<file path="src/rtl/ran_conditioner.sv">
// rtl/ran_conditioner.sv - raw entropy health tests (RCT/APT) and von Neumann debiaser
// Optional discard statistics output enabled by macro COND_STATS_EN.
module ran_conditioner #(
  parameter int RCT_CUTOFF = 32,
  parameter int APT_WINDOW = 512,
  parameter int APT_CUTOFF = 410
) (
  input  logic       i_sysClock,
  input  logic       wb_rst_i,
  input  logic       i_enb,
  input  logic       i_sample,
  input  logic       i_ranBit,
  input  logic       i_clearFail,
  output logic       o_bit,
  output logic       o_bitValid,
  output logic       o_ready,
  output logic       o_healthFail,
  output logic [1:0] o_failCause
`ifdef COND_STATS_EN
  ,
  output logic [15:0] o_discardCount
`endif
);

  localparam int RW = $clog2(RCT_CUTOFF + 1);
  localparam int IW = $clog2(APT_WINDOW);
  localparam int MW = $clog2(APT_WINDOW + 1);
  localparam logic [RW-1:0] RCT_MAX  = RW'(RCT_CUTOFF);
  localparam logic [MW-1:0] APT_MAX  = MW'(APT_CUTOFF);
  localparam logic [IW-1:0] IDX_LAST = IW'(APT_WINDOW - 1);

  typedef enum logic {S_EMPTY, S_HALF} pair_t;

  pair_t           r_state, w_next;
  logic            r_a, r_bit, r_bitValid, r_ready, r_healthFail;
  logic [1:0]      r_failCause;
  logic            r_prevValid, r_prev, r_aptRef;
  logic [RW-1:0]   r_rctCount, w_rctNext;
  logic [IW-1:0]   r_aptIdx;
  logic [MW-1:0]   r_aptMatch, w_aptNext;
  logic            w_accept, w_pairDone, w_emit, w_discard;
  logic            w_rctTrip, w_aptTrip, w_wrap;

  assign w_accept = i_enb & i_sample & ~i_clearFail;

  // Run length; the first sample after reset/clear has no predecessor.
  always_comb begin
    w_rctNext = RW'(1);
    if (r_prevValid && (i_ranBit == r_prev))
      w_rctNext = (r_rctCount == RCT_MAX) ? RCT_MAX : r_rctCount + RW'(1);
  end

  always_comb begin
    w_aptNext = r_aptMatch;
    if (r_aptIdx == '0)
      w_aptNext = MW'(1);
    else if (i_ranBit == r_aptRef)
      w_aptNext = r_aptMatch + MW'(1);
  end

  assign w_rctTrip = w_accept && (w_rctNext == RCT_MAX);
  assign w_aptTrip = w_accept && (w_aptNext == APT_MAX);
  assign w_wrap    = w_accept && (r_aptIdx == IDX_LAST);

  always_ff @(posedge i_sysClock) begin
    if (wb_rst_i)
      r_state <= S_EMPTY;
    else
      r_state <= w_next;
  end

  always_comb begin
    w_next = r_state;
    if (i_clearFail || !i_enb || r_healthFail)
      w_next = S_EMPTY;
    else if (w_accept)
      w_next = (r_state == S_EMPTY) ? S_HALF : S_EMPTY;
  end

  always_comb begin
    w_pairDone = w_accept && (r_state == S_HALF) && !r_healthFail;
    w_emit     = w_pairDone && r_ready && (r_a != i_ranBit);
    w_discard  = w_pairDone && r_ready && (r_a == i_ranBit);
  end

  always_ff @(posedge i_sysClock) begin
    if (wb_rst_i) begin
      r_a          <= 1'b0;
      r_bit        <= 1'b0;
      r_bitValid   <= 1'b0;
      r_ready      <= 1'b0;
      r_healthFail <= 1'b0;
      r_failCause  <= 2'b00;
      r_prevValid  <= 1'b0;
      r_prev       <= 1'b0;
      r_rctCount   <= RW'(1);
      r_aptIdx     <= '0;
      r_aptRef     <= 1'b0;
      r_aptMatch   <= '0;
    end else if (i_clearFail) begin
      r_bitValid   <= 1'b0;
      r_ready      <= 1'b0;
      r_healthFail <= 1'b0;
      r_failCause  <= 2'b00;
      r_prevValid  <= 1'b0;
      r_rctCount   <= RW'(1);
      r_aptIdx     <= '0;
      r_aptMatch   <= '0;
    end else begin
      r_bitValid <= w_emit;
      if (w_emit)
        r_bit <= r_a;
      if (w_accept && (r_state == S_EMPTY))
        r_a <= i_ranBit;
      if (w_accept) begin
        r_prev      <= i_ranBit;
        r_prevValid <= 1'b1;
        r_rctCount  <= w_rctNext;
        if (r_aptIdx == '0)
          r_aptRef <= i_ranBit;
        r_aptMatch  <= w_aptNext;
        r_aptIdx    <= w_wrap ? '0 : r_aptIdx + IW'(1);
        if (w_rctTrip || w_aptTrip)
          r_healthFail <= 1'b1;
        r_failCause <= r_failCause | {w_aptTrip, w_rctTrip};
        // Ready only after a whole window with no failure, including its last sample.
        if (w_wrap && !r_healthFail && !w_rctTrip && !w_aptTrip)
          r_ready <= 1'b1;
      end
    end
  end

`ifdef COND_STATS_EN
  logic [15:0] r_discardCount;

  always_ff @(posedge i_sysClock) begin
    if (wb_rst_i || i_clearFail)
      r_discardCount <= 16'h0000;
    else if (w_discard && (r_discardCount != 16'hFFFF))
      r_discardCount <= r_discardCount + 16'h0001;
  end

  assign o_discardCount = r_discardCount;
`else
  logic w_unusedDiscard;
  assign w_unusedDiscard = w_discard;
`endif

  assign o_bit        = r_bit;
  assign o_bitValid   = r_bitValid;
  assign o_ready      = r_ready;
  assign o_healthFail = r_healthFail;
  assign o_failCause  = r_failCause;

endmodule
</file>
<file path="config.mk">
export PLATFORM = sky130hd
export DESIGN_NAME = ran_conditioner
export DESIGN_NICKNAME = d
export VERILOG_FILES = /design/src/rtl/ran_conditioner.sv
export SDC_FILE = /design/constraint.sdc
export NUM_CORES = 1
export LEC_CHECK = 0
export CAP_MARGIN = 10
export CORE_UTILIZATION = 45
export DETAILED_ROUTE_END_ITERATION = 10
export PLACE_DENSITY = 0.61
export RECOVER_POWER = 50
export SETUP_SLACK_MARGIN = 0.05
export SYNTH_ARGS = -nofsm -noshare
export SYNTH_HDL_FRONTEND = slang
export SYNTH_SLANG_ARGS = --single-unit
export TNS_END_PERCENT = 5
</file>
<file path="constraint.sdc">
create_clock -name i_sysClock -period 2.1 [get_ports i_sysClock]
set_input_delay 0.42 -clock i_sysClock [delete_from_list [all_inputs] [get_ports i_sysClock]]
set_output_delay 0.42 -clock i_sysClock [all_outputs]
set_load 0.01 [all_outputs]
</file>
# ---- Word-level counts from Yosys, hierarchy flattened
# Cells that the tools add are included.
dict set report classes {
  add_sub_neg 3
  n_eq_ne 7
  n_mux 6
  n_bitwise 5
  n_reduce_logical 28
}
# cell count
set ops {}
lappend ops {{$mux W10} 2}
lappend ops {{$eq A6 B6 Y1 const B} 2}
lappend ops {{$logic_and A1 B1 Y1} 12}
lappend ops {{$mux W6} 2}
lappend ops {{$add A10 B1 Y10 const B} 1}
lappend ops {{$eq A10 B9 Y1 const B} 1}
lappend ops {{$reduce_and A2 Y1} 5}
lappend ops {{$add A9 B1 Y9 const B} 1}
lappend ops {{$eq A9 B9 Y1 const B} 1}
lappend ops {{$logic_not A9 Y1} 1}
lappend ops {{$mux W9} 1}
lappend ops {{$add A6 B1 Y6 const B} 1}
lappend ops {{$logic_not A1 Y1} 4}
lappend ops {{$reduce_or A2 Y1} 2}
lappend ops {{$logic_or A1 B1 Y1} 3}
lappend ops {{$reduce_and A3 Y1} 1}
lappend ops {{$and A1 B1 Y1} 2}
lappend ops {{$eq A1 B1 Y1} 2}
lappend ops {{$not A1 Y1} 2}
lappend ops {{$or A2 B2 Y2} 1}
lappend ops {{$mux W1} 1}
lappend ops {{$ne A1 B1 Y1} 1}
dict set report word_totals {
  reg_bits 36
  output_inout_bits 6
  elab_cells 62
}

# ---- Longest topological paths before layout
# Gate-level depths: netlist of run 1.
dict set report logic_depth {
  ltp_word 9
  mapped_depth 8
  depth_no_buf 8
}

# ---- Worst setup path before layout of run 1
# OpenSTA, ideal clock, no wires.
dict set report synth_path {
  path_type {in2reg}
  startpoint {in i_ranBit}
  endpoint {reg r_failCause[1] (netlist: o_failCause[1])}
  setup_ps 115
  t_arrival_ps 1664
  setup_slack_ps 321
  cell_stages 7
  cell_sequence {buf_6 -> xnor2_4 -> and4_4 -> o21ai_1 -> a32o_1 -> and3_1 -> o21a_1}
}
dict set report synth_via {
  elab_chain_cells 6
}
# item line_no
set synth_lines {}
lappend synth_lines {{start: declaration} 12} ;# input logic i_ranBit,
lappend synth_lines {{$eq A1 B1 Y1} 57} ;# else if (i_ranBit == r_aptRef)
lappend synth_lines {{$mux W10} 57}
lappend synth_lines {{$mux W10} 55} ;# if (r_aptIdx == '0)
lappend synth_lines {{$eq A10 B9 Y1} 62} ;# assign w_aptTrip = w_accept && (w_aptNext == APT_MAX);
lappend synth_lines {{$logic_and A1 B1 Y1} 62}
lappend synth_lines {{$or A2 B2 Y2} 125} ;# r_failCause <= r_failCause | {w_aptTrip, w_rctTrip};
lappend synth_lines {{end signal: assignment} 125}
lappend synth_lines {{end: declaration} 36} ;# logic [1:0] r_failCause;
# No other way between the ends.
# A chain may end at the register's enable or synchronous reset.

# ---- Worst setup path after layout of run 1
# Ends and elaborated chain as after synthesis.

==> results of run 1 <==
-- sequential cells by signal, summed over array words and instances, names as in the netlist, 2 cells and up --
name and flops:
r_aptIdx 9, r_rctCount 6, o_failCause 2, r_aptMatch 10
-- cells in the final DEF, fill, tap and decap left out, types with 2 or more instances in the layout --
cell             synthesis  routed
a21oi_1                 20      20
a311oi_1                 2       2
a31oi_1                  3       3
and2_1                   4       4
and3_1                   6       6
buf_4                    0      20
clkbuf_1                 7       4
clkbuf_8                 0       5
clkdlybuf4s50_1          0       5
clkinv_2                 0       2
dfxtp_1                 36      36
dlygate4sd3_1            0       6
ha_1                     6       6
inv_1                    5       5
mux2i_1                  3       3
nand2_1                 27      27
nand2b_1                 3       3
nand3_1                 10      10
nand3b_1                 2       2
nand4_1                  4       4
nor2_1                  32      32
nor2b_1                  3       3
nor3_1                   8       8
nor3b_1                  3       3
nor4_1                   4       4
nor4b_1                  3       2
o21a_1                   3       3
o21ai_0                 14      14
xnor2_1                  5       5
xor2_1                   9       9
-- cells by family (layout without fill, tap and decap cells) --
kind of cell,count (synthesis),after routing,synth area share
AND/OR/NAND/NOR,114,114,0.295
AO/OA/AOI/OAI,51,51,0.166
adder cells (fa/ha/maj),6,6,0.0388
buffers and inverters,15,49,0.0343
XOR/XNOR,15,15,0.0777
multiplexers,3,3,0.0155
flip-flops,36,36,0.373
-- area by class of cell --
class / count / area (sq um) / area share
clock buffers: 5 / 68.8 / 0.0296
clock inverters: 3 / 18.8 / 0.00807
inverters: 5 / 18.8 / 0.00807
multi-input cells: 189 / 1150 / 0.496
flip-flops and latches: 36 / 721 / 0.310
well taps: 50 / 62.6 / 0.0269
repair buffers: 36 / 283 / 0.122
-- metrics by stage --
step	power (mW)	hold WS (ns)
3_3_place_gp	0.796	0.461
2_1_floorplan	0.754	0.444
4_1_cts	1.29	0.479
5_1_grt	1.32	0.506
6_report	1.27	0.482
3_5_place_dp	0.797	0.468
-- path summary, 6_finish.rpt --
check                    to  slack [ns]  depth (start not counted)
max reg2reg  o_failCause[1]        0.27                          7
min                  r_prev        0.48                          2
max          o_failCause[1]        0.15                          9
min reg2reg          r_prev        0.48                          2
-- power breakdown --
part	internal [mW]	switching (mW)	total, mW	leakage, nW
registers	0.686	0.00430	0.690	0.290
logic	0.0393	0.0483	0.0877	0.515
clock network	0.231	0.257	0.488	0.0479
total	0.956	0.309	1.27	0.854
-- metal layers --
metal | share of wire | track usage | vias to the layer above
met2 | 0.48 | 0.358 | 42
met3 | 0.043 | 0.0541 | 2
met1 | 0.47 | 0.276 | 817
li1 | - | - | 911
met5 | 0 | 0 | -
met4 | 0.0061 | 0.0904 | 0
-- timing repair --
item	CTS	global route
resized for setup	0	1
hold buffers	0	0
setup endpoints to repair	0	6
setup buffers	0	0
-- worst reg2reg max path: cells and delay by family (launching register included) --
kind | cells | cell delay, ns
AO/OA/AOI/OAI | 3 | 0.59
flip-flops | 1 | 0.44
adder cells (fa/ha/maj) | 1 | 0.31
AND/OR/NAND/NOR | 3 | 0.40
==> results.ini, run 1 <==
[worst_setup_path]
cpPeakStageDelay_ns=0.40
path_buf_inv=3
cp-start-kind=primary input
cp_cell_sequence=clkdlybuf4s50_1, buf_4, xor2_1, buf_4, o21a_1, o21ai_0, nor2_1, and3_1, o21a_1
path_max_fanout=7
arrival_ns=2.14
cp-end-kind=flip-flop
slowest_stage=clkdlybuf4s50_1
path_delay_family=buffers and inverters
crit_type=primary input to flip-flop
required_ns=2.29
r2r_start=r_aptMatch[0]
critPathLaunch=i_ranBit

[cells_and_area]
diodes=0
final_area_sq_um=2320
final_core_util=0.573
fill_cells=398
instances_no_fill=324
nNetsFinal=285
syn_to_final_growth_pct=20.3
drive_gt1_frac=0.128

[synthesis]
synth_top_area_frac=0.373
postSynth.asyncResetShare=0
avgSynthCellArea_sq_um=8.05
synthDistinctLibCells=42
ys_ff_latch=36
netlist_instances=240
seq_area_frac_synth=0.373
synth_area_leaders=dfxtp_1 (37%), nor2_1 (6.2%), nand2_1 (5.2%), a21oi_1 (5.2%), xor2_1 (4.1%)
synth_top_area_cell=dfxtp_1
synthTopCellsByCount=dfxtp_1 (36), nor2_1 (32), nand2_1 (27)
synth_nets=252
ys.flop_type=dfxtp_1
yosysMostFrequentCell=dfxtp_1
synth_area_sq_um=1930
synth_warnings=0
synth-edff-count=0

[detailed_routing]
vias=1772
detail_route.first_pass.iterations=4
wl_per_cell_um=13.2
antenna_left=0
wirelength_mm=4.28
viasPerCell=5.47
route.detailed.drc=0
drt_iter0_drc=165

[power]
ir_drop_uv=326
p_leak_nw=0.854
powerDensity_nw_per_um2=544

[placed_design]
dp.cells=316
postPlaceCellArea_sq_um=2250
gp_congestion=0.839
dp_slack_ns=-0.140
portBuffers=11
dp_hpwl_mm=3.20

[min_path]
hold_path_class=flip-flop to flip-flop
worst_hold_startpoint=r_prev

[global_routing]
grtUsageTotal=0.220
overflow=0
grt_max_degree=13
antenna_found_initial=0
grt_pass1_wl_mm=7.49
grt_pass1_vias=1655

[floorplanning]
num_rows=23
core_sq_um=4060
die_area_sq_um=4560
die_h_um=67.5
num_io_pins=12
die_w_um=67.5
initial_core_util=0.476

[clock_network]
clk_pin_slew_ns=0.08
cts_tree=done
htree_levels=2
insertion_delay_ns=0.29
clkSinkCount=36
cts_buffers=5
cts_root_buffer=clkbuf_8
clock_path_buffers=2

[run_status]
outcome=completed

[timing]
worstMarginPinSlew_ns=0.526
rsz0062_at_grt=true
setup_violations=0
relSlewSlack=0.646
setup_tns_ns=0
hold_violations=0
worst_slack_ns=0.147
final.min_clock_period_ns=1.95
finClkSkew_ns=0.00893
min_period_over_period=0.930
clock.fmax_mhz=512
finalMaxSlewViolations=0

[flow_run]
maxCapViolCount=0

Note: power is estimated with default switching activity, not from simulation.
==> run 2: changes to the inputs <==
--- a/config.mk
+++ b/config.mk
@@ -7,6 +7,7 @@
 export LEC_CHECK = 0
 export CAP_MARGIN = 10
 export CORE_UTILIZATION = 45
+export CTS_BUF_LIST = sky130_fd_sc_hd__clkbuf_4 sky130_fd_sc_hd__clkbuf_8
 export DETAILED_ROUTE_END_ITERATION = 10
 export PLACE_DENSITY = 0.61
 export RECOVER_POWER = 50
==> results of run 2 <==
The final DEF is identical to that of run 1; final timing and power are the same.
==> run 3: changes to the inputs <==
--- a/config.mk
+++ b/config.mk
@@ -6,12 +6,15 @@
 export NUM_CORES = 1
 export LEC_CHECK = 0
 export CAP_MARGIN = 10
-export CORE_UTILIZATION = 45
+export CELL_PAD_IN_SITES_DETAIL_PLACEMENT = 1
+export CELL_PAD_IN_SITES_GLOBAL_PLACEMENT = 2
+export CORE_UTILIZATION = 37
 export CTS_BUF_LIST = sky130_fd_sc_hd__clkbuf_4 sky130_fd_sc_hd__clkbuf_8
 export DETAILED_ROUTE_END_ITERATION = 10
-export PLACE_DENSITY = 0.61
+export PLACE_DENSITY = 0.8
 export RECOVER_POWER = 50
 export SETUP_SLACK_MARGIN = 0.05
+export SKIP_CTS_REPAIR_TIMING = 1
 export SYNTH_ARGS = -nofsm -noshare
 export SYNTH_HDL_FRONTEND = slang
 export SYNTH_SLANG_ARGS = --single-unit
==> run 3 against run 2 <==
Cell area is 5.4% higher. Clock power is 38% higher. Core utilization is 7.1 points lower. Sequential share of layout area is 1.6 points lower. Final cell count is 7.1% higher. Global-route usage is 0.97 points lower. Die area is 21% higher. Sequential power hardly changed. Worst hold slack worse by 0.018 ns. Total power is 16% higher. Non-clock buffer count is 6 higher. Count of clock-buffer cells in the layout is 2 higher.
==> results.ini, run 3 (same netlist as run 1, synthesis figures left out) <==
[detailed_routing]
viasPerCell=5.30  ; -3.0%
detail_route.first_pass.iterations=4  ; unchanged
antenna_left=0  ; unchanged
wl_per_cell_um=15.2  ; +15%
vias=1840  ; +3.8%
wirelength_mm=5.27  ; +23%
drt_iter0_drc=106  ; -36%
route.detailed.drc=0  ; unchanged

[placed_design]
portBuffers=11  ; unchanged
dp.cells=338  ; +7.0%
dp_hpwl_mm=3.80  ; +18%
gp_congestion=0.791  ; -5.7%

[floorplanning]
num_io_pins=12  ; unchanged
initial_core_util=0.396  ; -0.0803
die_w_um=74.3  ; +10%
num_rows=25  ; +8.7%
die_area_sq_um=5520  ; +21%
core_sq_um=4880  ; +20%
die_h_um=74.3  ; +10%

[global_routing]
grt_pass1_vias=1750  ; +5.7%
overflow=0  ; unchanged
grt_pass1_wl_mm=8.70  ; +16%
antenna_found_initial=0  ; unchanged
grt_max_degree=13  ; unchanged
grtUsageTotal=0.210  ; -0.00974

[timing]
hold_slack_ns=0.464  ; -0.0181 ns
final.min_clock_period_ns=1.95  ; -0.00572 ns
finClkSkew_ns=0.00708  ; -0.00185 ns
rsz0062_at_grt=true
hold_violations=0  ; unchanged
min_period_over_period=0.927  ; -0.00272
worstMarginPinSlew_ns=0.605  ; +0.0789 ns
setup_violations=0  ; unchanged
clock.fmax_mhz=514  ; +0.29%
relSlewSlack=0.597  ; -0.0494
finalMaxSlewViolations=0  ; unchanged
setup_tns_ns=0  ; unchanged

[cells_and_area]
instances_no_fill=347  ; +7.1%
largest_register_ffs=10  ; unchanged
final_common_cell=dfxtp_1
mostFrequentLayoutCells=dfxtp_1 (36), nor2_1 (32), nand2_1 (27)
nNetsFinal=291  ; +2.1%
multi_input_area_sq_um=1170  ; +1.5%
diodes=0  ; unchanged
reg_top3=r_aptMatch: 10 flops, r_aptIdx: 9 flops, r_rctCount: 6 flops
fill_cells=629  ; +58%
drive_gt1_frac=0.157  ; +0.0294
register_area_sq_um=721  ; unchanged
syn_to_final_growth_pct=26.8
largest_register=r_aptMatch

[min_path]
hold_path_class=flip-flop to flip-flop

[worst_setup_path]
endpoint=o_failCause[1]
path_max_fanout=7  ; unchanged
r2r_start=r_aptMatch[0]
required_ns=2.29  ; about the same
worst_r2r_endpoint=o_failCause[1]
worstRegToRegCells=7  ; unchanged
critPathLaunch=r_aptMatch[0]
r2r_slack_ns=0.15  ; -0.12 ns
cp-start-kind=flip-flop
cp-end-kind=flip-flop
crit_type=flip-flop to flip-flop
arrival_ns=2.13  ; about the same

[clock_network]
insertion_delay_ns=0.29  ; about the same
clkSinkCount=36  ; unchanged
cts_root_buffer=clkbuf_8
clk_pin_slew_ns=0.07  ; about the same
clock_path_buffers=2  ; unchanged
cts_buffers=5  ; unchanged
htree_levels=2  ; unchanged
cts_tree=done

[run_status]
outcome=completed

[power]
ir_drop_uv=346  ; +5.9%
p_leak_nw=0.914  ; +7.1%
power_mw=1.47  ; +16%
powerDensity_nw_per_um2=600  ; +10%

[flow_run]
maxCapViolCount=0  ; unchanged

run 3: area by class of cell:
class / instances / share of cell area
well taps: 67 / 0.0342
flip-flops and latches: 36 / 0.294
clock buffers: 7 / 0.0393
inverters: 5 / 0.00766
clock inverters: 1 / 0.0123
repair buffers: 42 / 0.135
multi-input cells: 189 / 0.477
run 3: layer usage:
metal / part of all wire / routed length [um] / track usage
met5: 0 / 0 / 0
met1: 0.48 / 2550 / 0.276
met4: 0.0089 / 47 / 0.0545
met2: 0.47 / 2500 / 0.345
met3: 0.032 / 171 / 0.0528
run 3: stage by stage:
step | utilization | setup slack [ns] | instance area [sq um]
6_report | 0.502 | 0.153 | 2450
5_1_grt | 0.502 | 0.0478 | 2450
4_1_cts | 0.498 | 0.0494 | 2430
3_5_place_dp | 0.472 | -0.222 | 2300
3_3_place_gp | 0.472 | -0.148 | 2300
2_1_floorplan | - | 0.321 | 1930
run 3: worst max-delay path, cell delays in order, from the launching register on:
cell,delay [ns]
dfxtp_1,0.46
ha_1,0.32
nand3_1,0.14
o21a_1,0.19
o21ai_0,0.27
nor2_1,0.12
and3_1,0.19
o21a_1,0.16
run 3: worst min path at each step:
stage	end	cells past startpoint	startpoint	slack, ns
6_report	o_failCause[0]	2	o_failCause[0]	0.46
5_1_grt	r_prev	2	r_prev	0.51
4_1_cts	o_failCause[0]	2	o_failCause[0]	0.47
3_5_place_dp	o_failCause[0]	2	o_failCause[0]	0.45
3_3_place_gp	o_failCause[0]	2	o_failCause[0]	0.45
2_1_floorplan	r_prev	2	r_prev	0.44
run 3: power breakdown:
part	switching [mW]	internal [mW]	leakage, nW
Sequential	0.00460	0.686	0.290
Clock	0.256	0.419	0.0645
Combinational	0.0563	0.0479	0.559
==> variant 1 (settings of run 3) <==
Set the parameter `APT_WINDOW` to 256 (it was 512).
--- a/src/rtl/ran_conditioner.sv
+++ b/src/rtl/ran_conditioner.sv
@@ -2,7 +2,7 @@
 // Optional discard statistics output enabled by macro COND_STATS_EN.
 module ran_conditioner #(
   parameter int RCT_CUTOFF = 32,
-  parameter int APT_WINDOW = 512,
+  parameter int APT_WINDOW = 256,
   parameter int APT_CUTOFF = 410
 ) (
   input  logic       i_sysClock,
Function: same outputs for any inputs over 10 cycles, from zero or initial values and one cycle with wb_rst_i high; that may be too few to reach the edited logic, so the function may still have changed.
==> variant 1 against run 3 <==
  * Worst hold slack improved by 0.0019 ns
  * Area after synthesis shrank 6.9%
  * Combinational power shrank 8%
  * Global-route usage grew 0.59 points
  * Clock skew is 0.0023 ns higher
  * Routed wire length decreased by 4.5%
  * Cell area down 6.1%
  * Total power is 13% lower
  * Worst setup slack worse by 0.068 ns
  * Die area is 6.7% lower
  * Count of clock-buffer cells in the layout did not move
  * Critical path depth up 2
  * Sequential cell count decreased by 2
==> variant 1: results (changes against run 3) <==
- Status: complete, no violations (unchanged).
- The total of flip-flops plus latches after synthesis is 34 (was 36).
- The number of instances in the synthesized netlist is 215 (was 240).
- The sequential standard cell area is 687 um2 (was 721 um2).
- The power per cell area is 559 mW/mm2 (was 600 mW/mm2).
- The met2 routed wirelength is 2440 um (was 2500 um).
- The routed metal-1 wire length came to 2360 um (was 2550 um).
- Largest registers ranked by flip-flop count: r_aptMatch (9), r_aptIdx (8), r_rctCount (6) (was r_aptMatch (10), r_aptIdx (9), r_rctCount (6)).
- The critical-path maximum fanout came to 4 (was 7).
- The fraction of area in non-clock buffers is 15.2% (was 13.5%).
- The sequential element share of the synthesized area came to 37.8% (was 37.3%).
- The maximum clock skew at final layout is 0.00939 ns (was 0.00708 ns).
- Area contributors post-synth: sky130_fd_sc_hd__dfxtp_1 38%, sky130_fd_sc_hd__nor2_1 5.0%, sky130_fd_sc_hd__a21oi_1 4.7% (was sky130_fd_sc_hd__dfxtp_1 37%, sky130_fd_sc_hd__nor2_1 6.2%, sky130_fd_sc_hd__nand2_1 5.2%).
- The cell type group with the largest total delay on the critical path is simple AND/OR/NAND/NOR gates (was compound AO/OA/AOI/OAI gates).
- The post-place setup slack is -0.420 ns (was -0.222 ns).
- The global routing usage summed across all routing layers was 21.6% (was 21.0%).
- The cell with the largest stage delay on the worst path was sky130_fd_sc_hd__or4b_4 (was sky130_fd_sc_hd__dfxtp_1).
- The initial DRC count was 39 (was 106).
- The inverter count is 9 (was 5).
- The via count of the first global-routing pass is 1785 (was 1750).
- The share of post-route cells with drive strength above 1 is 24.9% (was 15.7%).
- The length of routed met3 wiring came to 128 um (was 171 um).
- The cell count after placement is 300 (was 338).
- The start point of the critical path is r_aptIdx[0] (was r_aptMatch[0]).
- Commonest cells post-synth: 34 x sky130_fd_sc_hd__dfxtp_1, 24 x sky130_fd_sc_hd__nor2_1, 20 x sky130_fd_sc_hd__nand2_1, 17 x sky130_fd_sc_hd__a21oi_1, 14 x sky130_fd_sc_hd__o21ai_0 (was 36 x sky130_fd_sc_hd__dfxtp_1, 32 x sky130_fd_sc_hd__nor2_1, 27 x sky130_fd_sc_hd__nand2_1, 20 x sky130_fd_sc_hd__a21oi_1, 14 x sky130_fd_sc_hd__o21ai_0).
- The detailed-route vias per instance is 5.63 (was 5.30).
- The distinct cell type count after synthesis is 47 (was 42).
## variant 1: final timing paths
check | slack (ns) | cells past startpoint | to
max | 0.08 | 9 | r_aptMatch[7]
min | 0.47 | 2 | o_failCause[0]
max reg2reg | 0.08 | 9 | r_aptMatch[7]
min reg2reg | 0.47 | 2 | o_failCause[0]
## variant 1: cells by family (layout without fill, tap and decap cells)
kind of cell	Yosys count	after routing	share of synthesized area, %
AO/OA/AOI/OAI	51	51	17.9
AND/OR/NAND/NOR	92	92	28.2
buffers and inverters	18	60	4.66
adder cells (fa/ha/maj)	5	5	3.48
flip-flops	34	34	37.8
XOR/XNOR	12	12	6.26
multiplexers	3	3	1.67
## variant 1: report_power, final
group	total [mW]	switching [mW]	leakage, nW	internal (mW)
logic	0.0958	0.0524	0.531	0.0434
registers	0.652	0.00408	0.276	0.648
clock network	0.537	0.260	0.0517	0.278
==> variant 2 (flow settings as in run 3) <==
Without the edit above. Compare `r_rctCount` against `RCT_MAX` with >= in place of ==.
--- a/src/rtl/ran_conditioner.sv
+++ b/src/rtl/ran_conditioner.sv
@@ -47,7 +47,7 @@
   always_comb begin
     w_rctNext = RW'(1);
     if (r_prevValid && (i_ranBit == r_prev))
-      w_rctNext = (r_rctCount == RCT_MAX) ? RCT_MAX : r_rctCount + RW'(1);
+      w_rctNext = (r_rctCount >= RCT_MAX) ? RCT_MAX : r_rctCount + RW'(1);
   end
 
   always_comb begin
Function: no difference found for any inputs over 10 cycles, from zero or initial values and one cycle with wb_rst_i high; that may be too few to reach the edited logic, so the function may still have changed.
==> variant 2 against run 3 <==
  * Core utilization down 2.5 points
  * Area after synthesis decreased by 4.3%
  * Global-route usage fell by 1.3 points
  * Worst setup slack lost 0.011 ns
  * Sequential cell count unchanged
  * Total power decreased by 11%
  * Highest routed layer unchanged
  * Cell area shrank 7.4%
  * Routed wire length shrank 8.2%
==> variant 2: results (changes against run 3) <==
- The post-place setup slack is -0.351 ns (was -0.222 ns).
- The global routing usage summed across all routing layers is 19.7% (was 21.0%).
- The startpoint of the lowest-slack hold path was r_prev (was o_failCause[0]).
- The wire length of the first global-routing pass is 8050 um (was 8700 um).
- The critical-path maximum fanout was 12 (was 7).
- The average wire per standard cell is 14.6 um (was 15.2 um).
- The flip-flop cell with the highest count after synthesis is sky130_fd_sc_hd__dfxtp_1 (unchanged).
- The async set-reset flop share out of synthesis is 0% (unchanged).
- The placed standard-cell area is 0.00218 mm2 (was 0.00230 mm2).
- The area share of the largest cell type after synthesis came to 38.9% (was 37.3%).
- The start point of the critical path is i_sample (was r_aptMatch[0]).
- The final-layout fill cell count is 602 (was 629).
- The share of post-route cells with drive strength above 1 is 14.0% (was 15.7%).
- The maximum clock skew at final layout is 0.00312 ns (was 0.00708 ns).
- The distinct cell type count after synthesis was 45 (was 42).
- The initial DRC count came to 114 (was 106).
- The clock root buffer master is sky130_fd_sc_hd__clkbuf_8 (unchanged).
- The pin count of the biggest net entering global routing came to 19 (was 13).
- The number of diodes added for antenna fixing was 0 (unchanged).
- The startpoint of the most critical register-to-register path is r_aptRef (was r_aptMatch[0]).
- The data arrival time of the worst path is 2.18 ns (was 2.13 ns).
- The static leakage is 0.826 nW (was 0.914 nW).
- The detailed-route vias per instance came to 5.31 (was 5.30).
- The number of optimization iterations in the first detailed-route pass is 4 (unchanged).
- The layout net count is 276 (was 291).
- Commonest cells post-synth: 36 x sky130_fd_sc_hd__dfxtp_1, 30 x sky130_fd_sc_hd__nor2_1, 25 x sky130_fd_sc_hd__nand2_1, 20 x sky130_fd_sc_hd__a21oi_1, 14 x sky130_fd_sc_hd__o21ai_0 (was 36 x sky130_fd_sc_hd__dfxtp_1, 32 x sky130_fd_sc_hd__nor2_1, 27 x sky130_fd_sc_hd__nand2_1, 20 x sky130_fd_sc_hd__a21oi_1, 14 x sky130_fd_sc_hd__o21ai_0).
- The via count of the first global-routing pass is 1776 (was 1750).
- The count of synthesis-stage warnings from yosys is 0 (unchanged).
- The sequential element share of the synthesized area is 38.9% (was 37.3%).
- Status: complete, no violations (unchanged).
- The post-synth net total is 243 (was 252).
- The deepest clock path buffer count is 2 (unchanged).
- The slew of the pin with the lowest slew margin was 0.864 ns (was 0.605 ns).
- The clock-pin transition on the worst setup and hold timing paths is 0.07 ns (about the same).
- The placer's final routability congestion estimate came to 0.823 (was 0.791).
- The maximum ir drop on the vdd rail is 336 uV (was 346 uV).
- Area contributors post-synth: sky130_fd_sc_hd__dfxtp_1 39%, sky130_fd_sc_hd__nor2_1 6.1%, sky130_fd_sc_hd__a21oi_1 5.4% (was sky130_fd_sc_hd__dfxtp_1 37%, sky130_fd_sc_hd__nor2_1 6.2%, sky130_fd_sc_hd__nand2_1 5.2%).
- The half-perimeter wire length after placement is 3690 um (was 3800 um).
variant 2: worst paths after layout:
kind | to | slack [ns] | cells after the start
worst max-delay path | r_aptIdx[7] | 0.14 | 7
worst min-delay path | r_prev | 0.47 | 2
worst max register to register | o_healthFail | 0.20 | 7
worst min register to register | r_prev | 0.47 | 2
variant 2: power by group:
group	internal, mW	switching (mW)
clock	0.280	0.258
sequential	0.686	0.00447
combinational	0.0366	0.0482
variant 2: metrics by stage:
step	std cells	setup TNS (ns)
after floorplan	231	0
after global placement	323	-1.29
after CTS	331	-0.143
after detailed placement	323	-2.04
final	332	0
after global routing	332	0
variant 2: critical path, cell delays in order:
cell                            delay, ns
sky130_fd_sc_hd__dlygate4sd3_1       0.55
sky130_fd_sc_hd__nand2_1             0.08
sky130_fd_sc_hd__nor2_1              0.13
sky130_fd_sc_hd__buf_4               0.22
sky130_fd_sc_hd__nand4_1             0.25
sky130_fd_sc_hd__or3_1               0.39
sky130_fd_sc_hd__a21oi_1             0.14
variant 2: cell families after synthesis:
group                    after synthesis  synth area share [%]
adder cells (fa/ha/maj)                6                  4.06
AND/OR/NAND/NOR                      106                  28.8
multiplexers                           2                  1.08
buffers and inverters                 19                  4.46
XOR/XNOR                              14                  7.44
flip-flops                            36                  38.9
AO/OA/AOI/OAI                         48                  15.2
variant 2: routing by layer:
metal  global-route usage (%)  vias to the layer above  wire [um]
li1                         -                      877          -
met1                     23.3                      863       2190
met2                     35.0                       20       2480
met3                     3.73                        4        120
met4                     7.84                        0         45
met5                        0                        -          0
variant 2: area by class of cell:
cell class	count	area (um2)	area share, %
Timing Repair Buffer	38	292	12.8
Inverter	7	26.3	1.16
Sequential cell	36	723	31.9
Multi-Input combinational cell	176	1050	46.1
Tap cell	67	83.8	3.69
Clock inverter	1	7.51	0.331
Clock buffer	7	90.1	3.97
